### config.mk
export PLATFORM = sky130hd
export DESIGN_NAME = led_pattern_ctrl_flat
export DESIGN_NICKNAME = d
export VERILOG_FILES = /design/src/rtl/led_pkg.sv /design/src/rtl/led_pattern_ctrl_if.sv /design/src/rtl/led_pattern_ctrl_tick_gen.sv /design/src/rtl/led_pattern_ctrl.sv /design/src/flat_wrapper.sv
export SDC_FILE = /design/constraint.sdc
export NUM_CORES = 1
export LEC_CHECK = 0
export ABC_CLOCK_PERIOD_IN_PS = 2500
export CAP_MARGIN = 20
export CELL_PAD_IN_SITES_DETAIL_PLACEMENT = 0
export CELL_PAD_IN_SITES_GLOBAL_PLACEMENT = 1
export CORE_ASPECT_RATIO = 1.2
export CORE_MARGIN = 2
export CORE_UTILIZATION = 48
export DETAILED_ROUTE_END_ITERATION = 7
export DONT_BUFFER_PORTS = 1
export PLACE_DENSITY = 0.79
export SYNTH_ARGS = -nofsm -noshare
export SYNTH_HDL_FRONTEND = slang
export SYNTH_SLANG_ARGS = --single-unit
### constraint.sdc
create_clock -name sys_clk -period 2.5 [get_ports sys_clk]
set_input_delay 0.375 -clock sys_clk [delete_from_list [all_inputs] [get_ports sys_clk]]
set_output_delay 0.375 -clock sys_clk [all_outputs]
set_load 0.03 [all_outputs]
### src/rtl/led_pkg.sv
// Shared constants and types for the LED pattern engine and its prescaler.
package led_pkg;

    typedef enum logic [1:0] {
        MODE_SHL = 2'b00,
        MODE_SHR = 2'b01,
        MODE_PP  = 2'b10,
        MODE_BIN = 2'b11
    } led_mode_e;

    // Ping-pong travel direction; DIR_UP moves the lit LED toward the MSB.
    typedef enum logic {
        DIR_UP   = 1'b0,
        DIR_DOWN = 1'b1
    } dir_e;

    // Tick period minus one at 50 MHz.
    localparam logic [25:0] CNT_MAX_0S5 = 26'd24_999_999;
    localparam logic [25:0] CNT_MAX_1S  = 26'd49_999_999;

endpackage

### src/rtl/led_pattern_ctrl_if.sv
// Control/status bundle between the configuration logic and the LED engine.
interface led_pattern_ctrl_if #(
    parameter int LED_NUM = 8,
    parameter int CNT_W   = 26
);
    logic [1:0]         mode;
    logic [CNT_W-1:0]   step_div;
    logic               pause;
    logic               mode_ld;
    logic [LED_NUM-1:0] led_out;
    logic               step_pulse;
    logic               dir_o;

    modport master (
        output mode, step_div, pause, mode_ld,
        input  led_out, step_pulse, dir_o
    );

    modport slave (
        input  mode, step_div, pause, mode_ld,
        output led_out, step_pulse, dir_o
    );
endinterface

### src/rtl/led_pattern_ctrl_tick_gen.sv
// Programmable prescaler: one-cycle tick every (max+1) active cycles, with
// pause (freeze) and synchronous clear. Shared by other LED/buzzer blocks.
module tick_gen #(
    parameter int               CNT_W       = 26,
    parameter logic [CNT_W-1:0] CNT_MAX_DEF = '1
) (
    input  logic             clk,
    input  logic             rst_n,
    input  logic [CNT_W-1:0] step_div,
    input  logic             pause,
    input  logic             clr,
    output logic             tick
);
    logic [CNT_W-1:0] cnt_q, cnt_d;
    logic [CNT_W-1:0] cnt_max;
    logic             tick_q, tick_d;

    assign cnt_max = (step_div == '0) ? CNT_MAX_DEF : step_div;

    always_comb begin
        cnt_d  = cnt_q;
        tick_d = 1'b0;
        if (clr) begin
            cnt_d  = '0;
            tick_d = 1'b0;
        end else if (pause) begin
            // Freeze the whole prescaler, including a tick that is already due.
            cnt_d  = cnt_q;
            tick_d = tick_q;
        end else if (cnt_q > cnt_max) begin
            cnt_d  = '0;
        end else if (cnt_q == cnt_max) begin
            cnt_d  = '0;
            tick_d = 1'b1;
        end else begin
            cnt_d  = cnt_q + CNT_W'(1);
        end
    end

    always_ff @(posedge clk or negedge rst_n) begin
        if (!rst_n) begin
            cnt_q  <= '0;
            tick_q <= 1'b0;
        end else begin
            cnt_q  <= cnt_d;
            tick_q <= tick_d;
        end
    end

    assign tick = tick_q & ~pause;

endmodule

### src/rtl/led_pattern_ctrl.sv
// N-LED pattern engine: shift-left, shift-right, ping-pong and binary count,
// stepped by a shared prescaler tick.
module led_pattern_ctrl
    import led_pkg::*;
#(
    parameter int               LED_NUM     = 8,
    parameter int               CNT_W       = 26,
    parameter logic [CNT_W-1:0] CNT_MAX_DEF = CNT_W'(CNT_MAX_0S5),
    parameter bit               LED_ACT_LOW = 1'b1
) (
    input  logic               sys_clk,
    input  logic               sys_rst_n,
    led_pattern_ctrl_if.slave  bus
);
    localparam logic [LED_NUM-1:0] PAT_INIT = LED_NUM'(1);

    logic [LED_NUM-1:0] pattern_q, pattern_d;
    led_mode_e          mode_q, mode_d;
    dir_e               dir_q, dir_d;
    logic               step_pulse_q, step_pulse_d;
    logic               tick;
    logic [LED_NUM-1:0] led_vec;

    function automatic logic is_onehot(input logic [LED_NUM-1:0] v);
        return (v != '0) && ((v & (v - LED_NUM'(1))) == '0);
    endfunction

    tick_gen #(
        .CNT_W      (CNT_W),
        .CNT_MAX_DEF(CNT_MAX_DEF)
    ) u_tick_gen (
        .clk     (sys_clk),
        .rst_n   (sys_rst_n),
        .step_div(bus.step_div),
        .pause   (bus.pause),
        .clr     (bus.mode_ld),
        .tick    (tick)
    );

    always_comb begin
        pattern_d    = pattern_q;
        mode_d       = mode_q;
        dir_d        = dir_q;
        step_pulse_d = 1'b0;
        if (bus.mode_ld) begin
            mode_d    = led_mode_e'(bus.mode);
            pattern_d = PAT_INIT;
            dir_d     = DIR_UP;
        end else if (tick) begin
            step_pulse_d = 1'b1;
            case (mode_q)
                MODE_SHL: pattern_d = is_onehot(pattern_q)
                                    ? {pattern_q[LED_NUM-2:0], pattern_q[LED_NUM-1]}
                                    : PAT_INIT;
                MODE_SHR: pattern_d = is_onehot(pattern_q)
                                    ? {pattern_q[0], pattern_q[LED_NUM-1:1]}
                                    : PAT_INIT;
                MODE_PP: begin
                    if (!is_onehot(pattern_q)) begin
                        pattern_d = PAT_INIT;
                        dir_d     = DIR_UP;
                    end else if (dir_q == DIR_UP) begin
                        pattern_d = pattern_q << 1;
                        if (pattern_d[LED_NUM-1]) dir_d = DIR_DOWN;
                    end else begin
                        pattern_d = pattern_q >> 1;
                        if (pattern_d[0]) dir_d = DIR_UP;
                    end
                end
                MODE_BIN: pattern_d = pattern_q + LED_NUM'(1);
                default:  pattern_d = PAT_INIT;
            endcase
        end
    end

    always_ff @(posedge sys_clk or negedge sys_rst_n) begin
        if (!sys_rst_n) begin
            pattern_q    <= PAT_INIT;
            mode_q       <= MODE_SHL;
            dir_q        <= DIR_UP;
            step_pulse_q <= 1'b0;
        end else begin
            pattern_q    <= pattern_d;
            mode_q       <= mode_d;
            dir_q        <= dir_d;
            step_pulse_q <= step_pulse_d;
        end
    end

    genvar gi;
    generate
        for (gi = 0; gi < LED_NUM; gi++) begin : g_led
            assign led_vec[gi] = LED_ACT_LOW ? ~pattern_q[gi] : pattern_q[gi];
        end
    endgenerate

    assign bus.led_out    = led_vec;
    assign bus.step_pulse = step_pulse_q;
    assign bus.dir_o      = (dir_q == DIR_DOWN);

endmodule

### src/flat_wrapper.sv
// flat-port wrapper written by rule: the top's interface ports become plain ports
module led_pattern_ctrl_flat import led_pkg::*;
#(
    parameter int               LED_NUM     = 8,
    parameter int               CNT_W       = 26,
    parameter logic [CNT_W-1:0] CNT_MAX_DEF = CNT_W'(CNT_MAX_0S5),
    parameter bit               LED_ACT_LOW = 1'b1
)
  (sys_clk, sys_rst_n, bus_mode, bus_step_div, bus_pause, bus_mode_ld, bus_led_out, bus_step_pulse, bus_dir_o);
  led_pattern_ctrl_if #(.LED_NUM(LED_NUM), .CNT_W(CNT_W)) bus_i ();
  input  logic sys_clk;
  input  logic sys_rst_n;
  input wire logic [$bits(bus_i.mode)-1:0] bus_mode;
  input wire logic [$bits(bus_i.step_div)-1:0] bus_step_div;
  input wire logic [$bits(bus_i.pause)-1:0] bus_pause;
  input wire logic [$bits(bus_i.mode_ld)-1:0] bus_mode_ld;
  output wire logic [$bits(bus_i.led_out)-1:0] bus_led_out;
  output wire logic [$bits(bus_i.step_pulse)-1:0] bus_step_pulse;
  output wire logic [$bits(bus_i.dir_o)-1:0] bus_dir_o;
  assign bus_i.mode = bus_mode;
  assign bus_i.step_div = bus_step_div;
  assign bus_i.pause = bus_pause;
  assign bus_i.mode_ld = bus_mode_ld;
  assign bus_led_out = bus_i.led_out;
  assign bus_step_pulse = bus_i.step_pulse;
  assign bus_dir_o = bus_i.dir_o;
  led_pattern_ctrl #(.LED_NUM(LED_NUM), .CNT_W(CNT_W), .CNT_MAX_DEF(CNT_MAX_DEF), .LED_ACT_LOW(LED_ACT_LOW)) u_core (.sys_clk(sys_clk), .sys_rst_n(sys_rst_n), .bus(bus_i));
endmodule
==> results of run 1 <==
-- worst max-delay path: stages --
cell     delay, ps
nor4_4         240
nand4_1        170
nor2_4         190
buf_6          160
nor2_4          30
ha_1           270
nand4_1        210
nor4_4         400
o21ai_2        130
o211a_4        290
buf_12         140
a31o_2         190
a22o_1         210
-- layer usage --
metal  up-vias  share of wire (%)  track usage (%)
met5         -                  0                0
met1      1677                 39             32.7
li1       1683                  -                -
met4         0                3.5             9.32
met2       155                 52             51.5
met3        26                5.9             2.72
-- Yosys cell counts, types with 6 or more instances --
master    number
nand3_1       22
dfrtp_1       38
nand2_1       33
a21oi_1       19
a31o_2        10
a22o_1         9
a31oi_1        8
nor3_1         7
a22oi_1        7
nor4_1        10
nand4_1       15
nor2b_1        6
a21o_1         7
o21ai_0       31
inv_1         29
ha_1          29
clkbuf_1      17
o22ai_1        9
nor2_1        43
-- how the worst max path moves through the flow --
stage,depth (start not counted),endpoint,from
after floorplan,13,u_core.u_tick_gen.cnt_q[3],bus_step_div[1]
after global placement,13,u_core.u_tick_gen.cnt_q[16],bus_step_div[18]
after detailed placement,13,u_core.u_tick_gen.cnt_q[8],bus_step_div[15]
after CTS,13,u_core.u_tick_gen.cnt_q[3],bus_step_div[1]
after global routing,13,u_core.u_tick_gen.cnt_q[3],bus_step_div[24]
final,13,u_core.u_tick_gen.cnt_q[3],bus_step_div[24]
-- cell families (layout without fill, tap and decap cells) --
logic type	Yosys count	count (layout)	share of synthesized area, %
flops	39	39	28.9
fa+ha+maj	29	29	10.7
compound gates	133	133	26.8
simple gates	167	168	25.4
buf+inv	51	92	5.92
mux	2	2	0.666
xor+xnor	6	6	1.55
-- final cells by class --
cell class                      instances  share of cell area [%]
Timing Repair Buffer                   55                    11.9
Inverter                               29                    2.52
Clock buffer                            7                    1.77
Multi-Input combinational cell        338                    58.6
Sequential cell                        39                    22.6
Clock inverter                          1                   0.116
Tap cell                               87                    2.52
-- power breakdown --
part           switching [mW]  leakage, nW  internal [mW]  total (mW)
Sequential             0.0125        0.536          0.637       0.649
Combinational           0.117         1.24          0.104       0.221
Clock                   0.233       0.0422          0.197       0.430
-- registers in the layout, summed over array words and instances, names as in the netlist --
name,count
u_core.u_tick_gen.cnt_q,26
u_core.pattern_q,8
u_core.mode_q,2
u_core.bus.dir_o,1
u_core.bus.step_pulse,1
u_core.u_tick_gen.tick_q,1
-- through the flow --
step	hold WS [ps]	std cells	TNS, ps	util [%]
after floorplan	79.4	427	-7810	-
after global placement	80.4	535	-17920	55.8
after detailed placement	80.4	535	-18900	55.8
after CTS	127	552	-4720	60.2
after global routing	122	556	-10290	63.5
final	136	556	-7440	63.5
-- repair_timing --
action	in CTS	in global routing
buffers inserted	7	1
pin swaps	12	12
endpoints found under the hold margin	39	0
setup endpoints to repair	26	27
resized for setup	35	26
cloned	0	3
hold buffers	2	0
==> out/qor.yml, run 1 <==
cts:
  cts_tree: "built"
  cts.path.max_buffers: 2
  cts_root_buf: "clkbuf_8"
  clk_latency_ps: 290
  clk_transition_reported_paths_ps: 80
  clock_sinks: 39
  cts_buffers: 5
  htreeDepth: 2
yosys:
  synth_top_area_share_pct: 28.1
  ys_types: 58
  syn-num-nets: 488
  synth_warnings: 0
  synth_edf_count: 0
  synth_largest_area_cell: "dfrtp_1"
  synthArstFlopShare_pct: 100
  ys_seq_area_share_pct: 28.9
  avgSynthCellArea_um2: 7.92
  synthTopCellsByArea: "dfrtp_1 28%, ha_1 11%, nor2_1 4.8%, o21ai_0 4.6%, nand2_1 3.7%"
  synth_flop_cell: "dfrtp_1"
  syn_inst: 427
  synth_area_um2: 3380
  synth-seq-cells: 39
timing:
  slew_headroom_pct: 59.2
  final-setup-viol-count: 26
  tightest_slew_ps: 605
  fin_skew_ps: 6.50
  rsz0062_at_grt: "yes"
  slew_violations: 0
  post-route-period-util_pct: 114
  fmax_mhz: 351
  report.final.hold_viol_count: 0
  finalWorstSetupSlack_ps: -351
  period_needed_ps: 2850
final_layout:
  drive_gt1_share_pct: 27.7
  antenna_cells: 0
  final_nets: 529
  fillers: 625
  multiInputGateArea_um2: 2530
  fin_area_um2: 4320
  final_common_cell: "buf_4"
  final-seq-area_um2: 977
  area_growth_pct: 27.9
  final_cell_mix: "42 x buf_4, 38 x dfrtp_1, 33 x nand2_1"
floorplanning:
  rows: 33
  die-area_um2: 7730
  die_x_um: 80.6
  core_area_um2: 6810
  io_pins: 42
  initial_utilization_pct: 49.6
  die_y_um: 95.9
worst_setup_path:
  crit_type: "in2reg"
  worst_r2r_path_depth: 8
  startpoint_type: "input port"
  endpoint_kind: "flip-flop"
  reg2reg_slack_ps: 0
  cp.required_ps: 2680
  r2r-start: "u_core.u_tick_gen.cnt_q[19]"
  crit_path_max_fanout: 6
  r2r_end: "u_core.u_tick_gen.cnt_q[3]"
  worstPathArrival_ps: 3030
route:
  post_drt_via_cell_ratio: 6.37
  drc: 0
  wl_per_cell_um: 18.7
  vias: 3541
  wl_mm: 10.4
  dr.pass1.iters: 5
  drtIter0Drc: 158
  antenna_left: 0
min_path:
  min_from: "bus_mode_ld"
  hold_class: "in2reg"
  min_path_cells: 1
  min_to: "u_core.pattern_q[7]"
global_route:
  antenna_found_initial: 0
  grt_overflow_total: 0
  grt.total_usage_pct: 27.5
  grt_pass1_wl_mm: 16.7
  grt_pass1_vias: 3472
  grt_max_degree: 40
placed_design:
  place_area_um2: 3800
  portBuffers: 0
  gp_congestion: 0.968
  dp_hpwl_mm: 7.43
  post-place-ws_ps: -854
run_status:
  violations: "setup timing"
  status: "finished, violations left"
pwr:
  leakage_nw: 1.82
  ir_drop_uv: 169
  powerDensity_nw_per_um2: 301
  power_mw: 1.30
run:
  drv_cap: 0
No activity file was read; power rests on OpenSTA's default activity.
==> run 2: changes to the inputs <==
--- a/config.mk
+++ b/config.mk
@@ -5,16 +5,17 @@
 export SDC_FILE = /design/constraint.sdc
 export NUM_CORES = 1
 export LEC_CHECK = 0
+export ABC_AREA = 1
 export ABC_CLOCK_PERIOD_IN_PS = 2500
 export CAP_MARGIN = 20
 export CELL_PAD_IN_SITES_DETAIL_PLACEMENT = 0
 export CELL_PAD_IN_SITES_GLOBAL_PLACEMENT = 1
 export CORE_ASPECT_RATIO = 1.2
 export CORE_MARGIN = 2
-export CORE_UTILIZATION = 48
+export CORE_UTILIZATION = 45
 export DETAILED_ROUTE_END_ITERATION = 7
 export DONT_BUFFER_PORTS = 1
-export PLACE_DENSITY = 0.79
+export PLACE_DENSITY = 0.78
 export SYNTH_ARGS = -nofsm -noshare
 export SYNTH_HDL_FRONTEND = slang
 export SYNTH_SLANG_ARGS = --single-unit
==> out/qor.yml, run 2 <==
run_status:
  status: "complete, no violations"  # was finished, violations left
yosys:
  synth_top_area_share_pct: 25.9  # was 28.1%
  ys_seq_area_share_pct: 26.6  # was 28.9%
  synth_warnings: 0  # unchanged
  synth.most_common_cell: "nand2_1"  # was nor2_1
  ys_types: 36  # was 58
  avgSynthCellArea_um2: 6.29  # was 7.92 um2
  synth_edf_count: 0  # unchanged
  syn_inst: 584  # was 427
  synth-seq-cells: 39  # unchanged
  synth_area_um2: 3670  # was 3380 um2
  synthTopCellsByArea: "dfrtp_1 26%, nand2_1 19%, nor2_1 9.9%, ha_1 9.9%, inv_1 5.8%"  # was dfrtp_1 28%, ha_1 11%, nor2_1 4.8%, o21ai_0 4.6%, nand2_1 3.7%
  syn-num-nets: 645  # was 488
  synth_flop_cell: "dfrtp_1"  # unchanged
  synth_largest_area_cell: "dfrtp_1"  # unchanged
  synth_common_cells: "185 x nand2_1, 97 x nor2_1, 57 x inv_1"  # was 43 x nor2_1, 38 x dfrtp_1, 33 x nand2_1
  synthArstFlopShare_pct: 100  # unchanged
worst_setup_path:
  worst_r2r_path_depth: 12  # was 8
  startpoint_type: "input port"  # unchanged
  cp_slowest_stage_delay_ps: 270  # was 400 ps
  cp.required_ps: 2700  # was 2680 ps
  crit_end: "u_core.u_tick_gen.cnt_q[23]"  # was u_core.u_tick_gen.cnt_q[3]
  worst-path-buf-inv: 3  # was 2
  reg2reg_slack_ps: 300  # was 0 ps
  r2r-start: "u_core.pattern_q[0]"  # was u_core.u_tick_gen.cnt_q[19]
  cpLargestDelayFamily: "simple AND/OR/NAND/NOR gates"  # unchanged
  path_depth: 17  # was 13
  worstPathArrival_ps: 2630  # was 3030 ps
  crit_type: "in2reg"  # unchanged
  critical_path.startpoint: "bus_step_div[17]"  # was bus_step_div[24]
  crit_path_max_fanout: 10  # was 6
  r2r_end: "u_core.pattern_q[1]"  # was u_core.u_tick_gen.cnt_q[3]
  path_cells: "nor4_4, nand4_1, nor2_4, buf_12, nor2_1, ha_1, nand2_2, nor2_2, nand2_2, buf_4, nor2_2, nand3_2, nand2_2, nand2_4, clkbuf_16, nand2_1, nand2_1"  # was nor4_4, nand4_1, nor2_4, buf_6, nor2_4, ha_1, nand4_1, nor4_4, o21ai_2, o211a_4, buf_12, a31o_2, a22o_1
  cpMostUsedCell: "nand2_2"
  endpoint_kind: "flip-flop"  # unchanged
  crit_slowest_cell: "ha_1"  # was nor4_4
floorplanning:
  core_area_um2: 8020  # was 6810 um2
  io_pins: 42  # unchanged
  rows: 36  # was 33
  die_y_um: 103  # was 95.9 um
  initial_utilization_pct: 45.8  # was 49.6%
  die_x_um: 86.5  # was 80.6 um
  die-area_um2: 8900  # was 7730 um2
timing:
  fin_tns_setup_ps: 0  # was -7440 ps
  slew_headroom_pct: 59.7  # was 59.2%
  whs_ps: 182  # was 136 ps
  tightest_slew_ps: 603  # was 605 ps
  post-route-period-util_pct: 97.1  # was 114%
  slew_violations: 0  # unchanged
  fin_skew_ps: 8.03  # was 6.50 ps
  period_needed_ps: 2430  # was 2850 ps
  rsz0062_at_grt: "yes"  # unchanged
  fmax_mhz: 412  # was 351 MHz
  report.final.hold_viol_count: 0  # unchanged
  final-setup-viol-count: 0  # was 26
min_path:
  min_from: "bus_mode_ld"  # unchanged
  hold_class: "in2reg"  # unchanged
pwr:
  clockPowerShare_pct: 39.3  # was 33.1%
  swShare_pct: 28.5  # was 27.9%
  leakage_nw: 1.99  # was 1.82 nW
  ir_drop_uv: 220  # was 169 uV
  powerDensity_nw_per_um2: 354  # was 301 nW/um2
  combPwrFrac_pct: 14.9  # was 17.0%
  p_seq_share_pct: 45.8  # was 49.9%
  power_mw: 1.46  # was 1.30 mW
  switchingPower_uw: 415  # was 362 uW
  p_int_mw: 1.04  # was 937 uW
route:
  dr.pass1.iters: 4  # was 5
  wl_mm: 10.7  # was 10.4 mm
  post_drt_via_cell_ratio: 5.39  # was 6.37
  drtIter0Drc: 115  # was 158
  vias: 3717  # was 3541
  antenna_left: 0  # unchanged
  drc: 0  # unchanged
  wl_per_cell_um: 15.4  # was 18.7 um
placed_design:
  dp_hpwl_mm: 8.01  # was 7.43 mm
  dp_cells: 678  # was 535
  place_area_um2: 3830  # was 3800 um2
  gp_congestion: 0.866  # was 0.968
  portBuffers: 0  # unchanged
final_layout:
  final_cell_mix: "180 x nand2_1, 90 x nor2_1, 57 x inv_1"  # was 42 x buf_4, 38 x dfrtp_1, 33 x nand2_1
  final_common_cell: "nand2_1"  # was buf_4
  fin_cells: 690  # was 556
  antenna_cells: 0  # unchanged
  largestRegisters: "u_core.u_tick_gen.cnt_q x26, u_core.pattern_q x8, u_core.mode_q x2"  # unchanged
  largest_register_ffs: 26  # unchanged
  final_nets: 655  # was 529
  fillers: 868  # was 625
  area_growth_pct: 12.0  # was 27.9%
  top_register: "u_core.u_tick_gen.cnt_q"  # unchanged
  drive_gt1_share_pct: 10.1  # was 27.7%
  fin_area_um2: 4110  # was 4320 um2
cts:
  clock_sinks: 39  # unchanged
  cts_buffers: 5  # unchanged
  cts_setup_buffers: 0  # was 7
  cts_root_buf: "clkbuf_8"  # unchanged
  clk_latency_ps: 310  # was 290 ps
  cts_tree: "built"  # unchanged
  htreeDepth: 2  # unchanged
  clk_transition_reported_paths_ps: 80  # about the same
  cts.path.max_buffers: 2  # unchanged
global_route:
  grt_pass1_vias: 3734  # was 3472
  grt_max_degree: 40  # unchanged
  grt_overflow_total: 0  # unchanged
  grt_pass1_wl_mm: 16.9  # was 16.7 mm
  grt.total_usage_pct: 24.4  # was 27.5%
  antenna_found_initial: 0  # unchanged
run:
  drv_cap: 0  # unchanged
[run 2: cell count changes after synthesis, sizes merged, moves of 7 or more]
cell    change
nand2     +152
nor2       +62
inv        +31
nand3      +19
clkbuf     -13
o21ai      -12
a31o       -10
a22o        -9
o22ai       -8
a22oi       -7
a31oi       -7
nor3        +7
[run 2: cells by family (layout without fill, tap and decap cells)]
logic type | count (synthesis) | after routing | synth area share, %
simple gates | 370 | 370 | 42.8
buf+inv | 76 | 87 | 9.13
compound gates | 55 | 55 | 8.01
flops | 39 | 39 | 26.6
fa+ha+maj | 29 | 29 | 9.88
xor+xnor | 15 | 15 | 3.58
[run 2: through the flow]
step	utilization, %	setup WS [ps]
after floorplan	-	1.28
after global placement	47.8	-432
after detailed placement	47.8	-450
after CTS	49.9	1.90
after global routing	51.3	-54.7
final	51.3	73.4
[run 2: power groups by stage]
stage | Sequential (mW) | Combinational, mW | Clock [mW]
floorplan | 0.673 | 0.142 | 0
global placement | 0.679 | 0.190 | 0
detailed placement | 0.679 | 0.194 | 0
CTS | 0.667 | 0.213 | 0.586
global route | 0.669 | 0.251 | 0.606
finish | 0.666 | 0.217 | 0.573
[run 2: repair_timing]
item                                    CTS  global route
cloned                                    0             2
endpoints found under the hold margin    39             0
hold buffers                              2             0
endpoints found under the setup margin   26            27
pin swaps                                 2             2
resized for setup                         3            19
[run 2: cell type report]
cell class | instances | area (um2) | share of cell area, %
inverter | 61 | 229 | 5.57
clock inverter | 2 | 35.0 | 0.852
sequential | 39 | 977 | 23.8
multi-input combinational | 469 | 2450 | 59.5
tap | 95 | 119 | 2.89
timing repair buffer | 18 | 223 | 5.41
clock buffer | 6 | 82.6 | 2.01
[run 2: worst min-delay path by stage]
stage                               endpoint  cells after the start
finish                      u_core.bus.dir_o                      1
global route                u_core.bus.dir_o                      1
CTS                         u_core.mode_q[1]                      1
detailed placement  u_core.u_tick_gen.tick_q                      0
global placement    u_core.u_tick_gen.tick_q                      0
floorplan                   u_core.bus.dir_o                      0
[run 2: per-layer routing]
layer	GRT usage (%)	part of all wire, %	vias to the layer above
met5	0	0	-
met4	12.6	4.4	0
met3	2.96	4.0	30
met2	47.2	52	98
met1	25.6	39	1693
li1	-	-	1896
[run 2: worst register-to-register path: stages (launching register included)]
cell     delay (ps)
dfstp_2         430
inv_1           310
ha_1            300
nand3_1         110
nand2_1          70
inv_1            60
nor2_4          300
nand2_2         140
inv_2           120
nand3_1          80
nand3_1         120
nand2_1          60
nand2_1          50
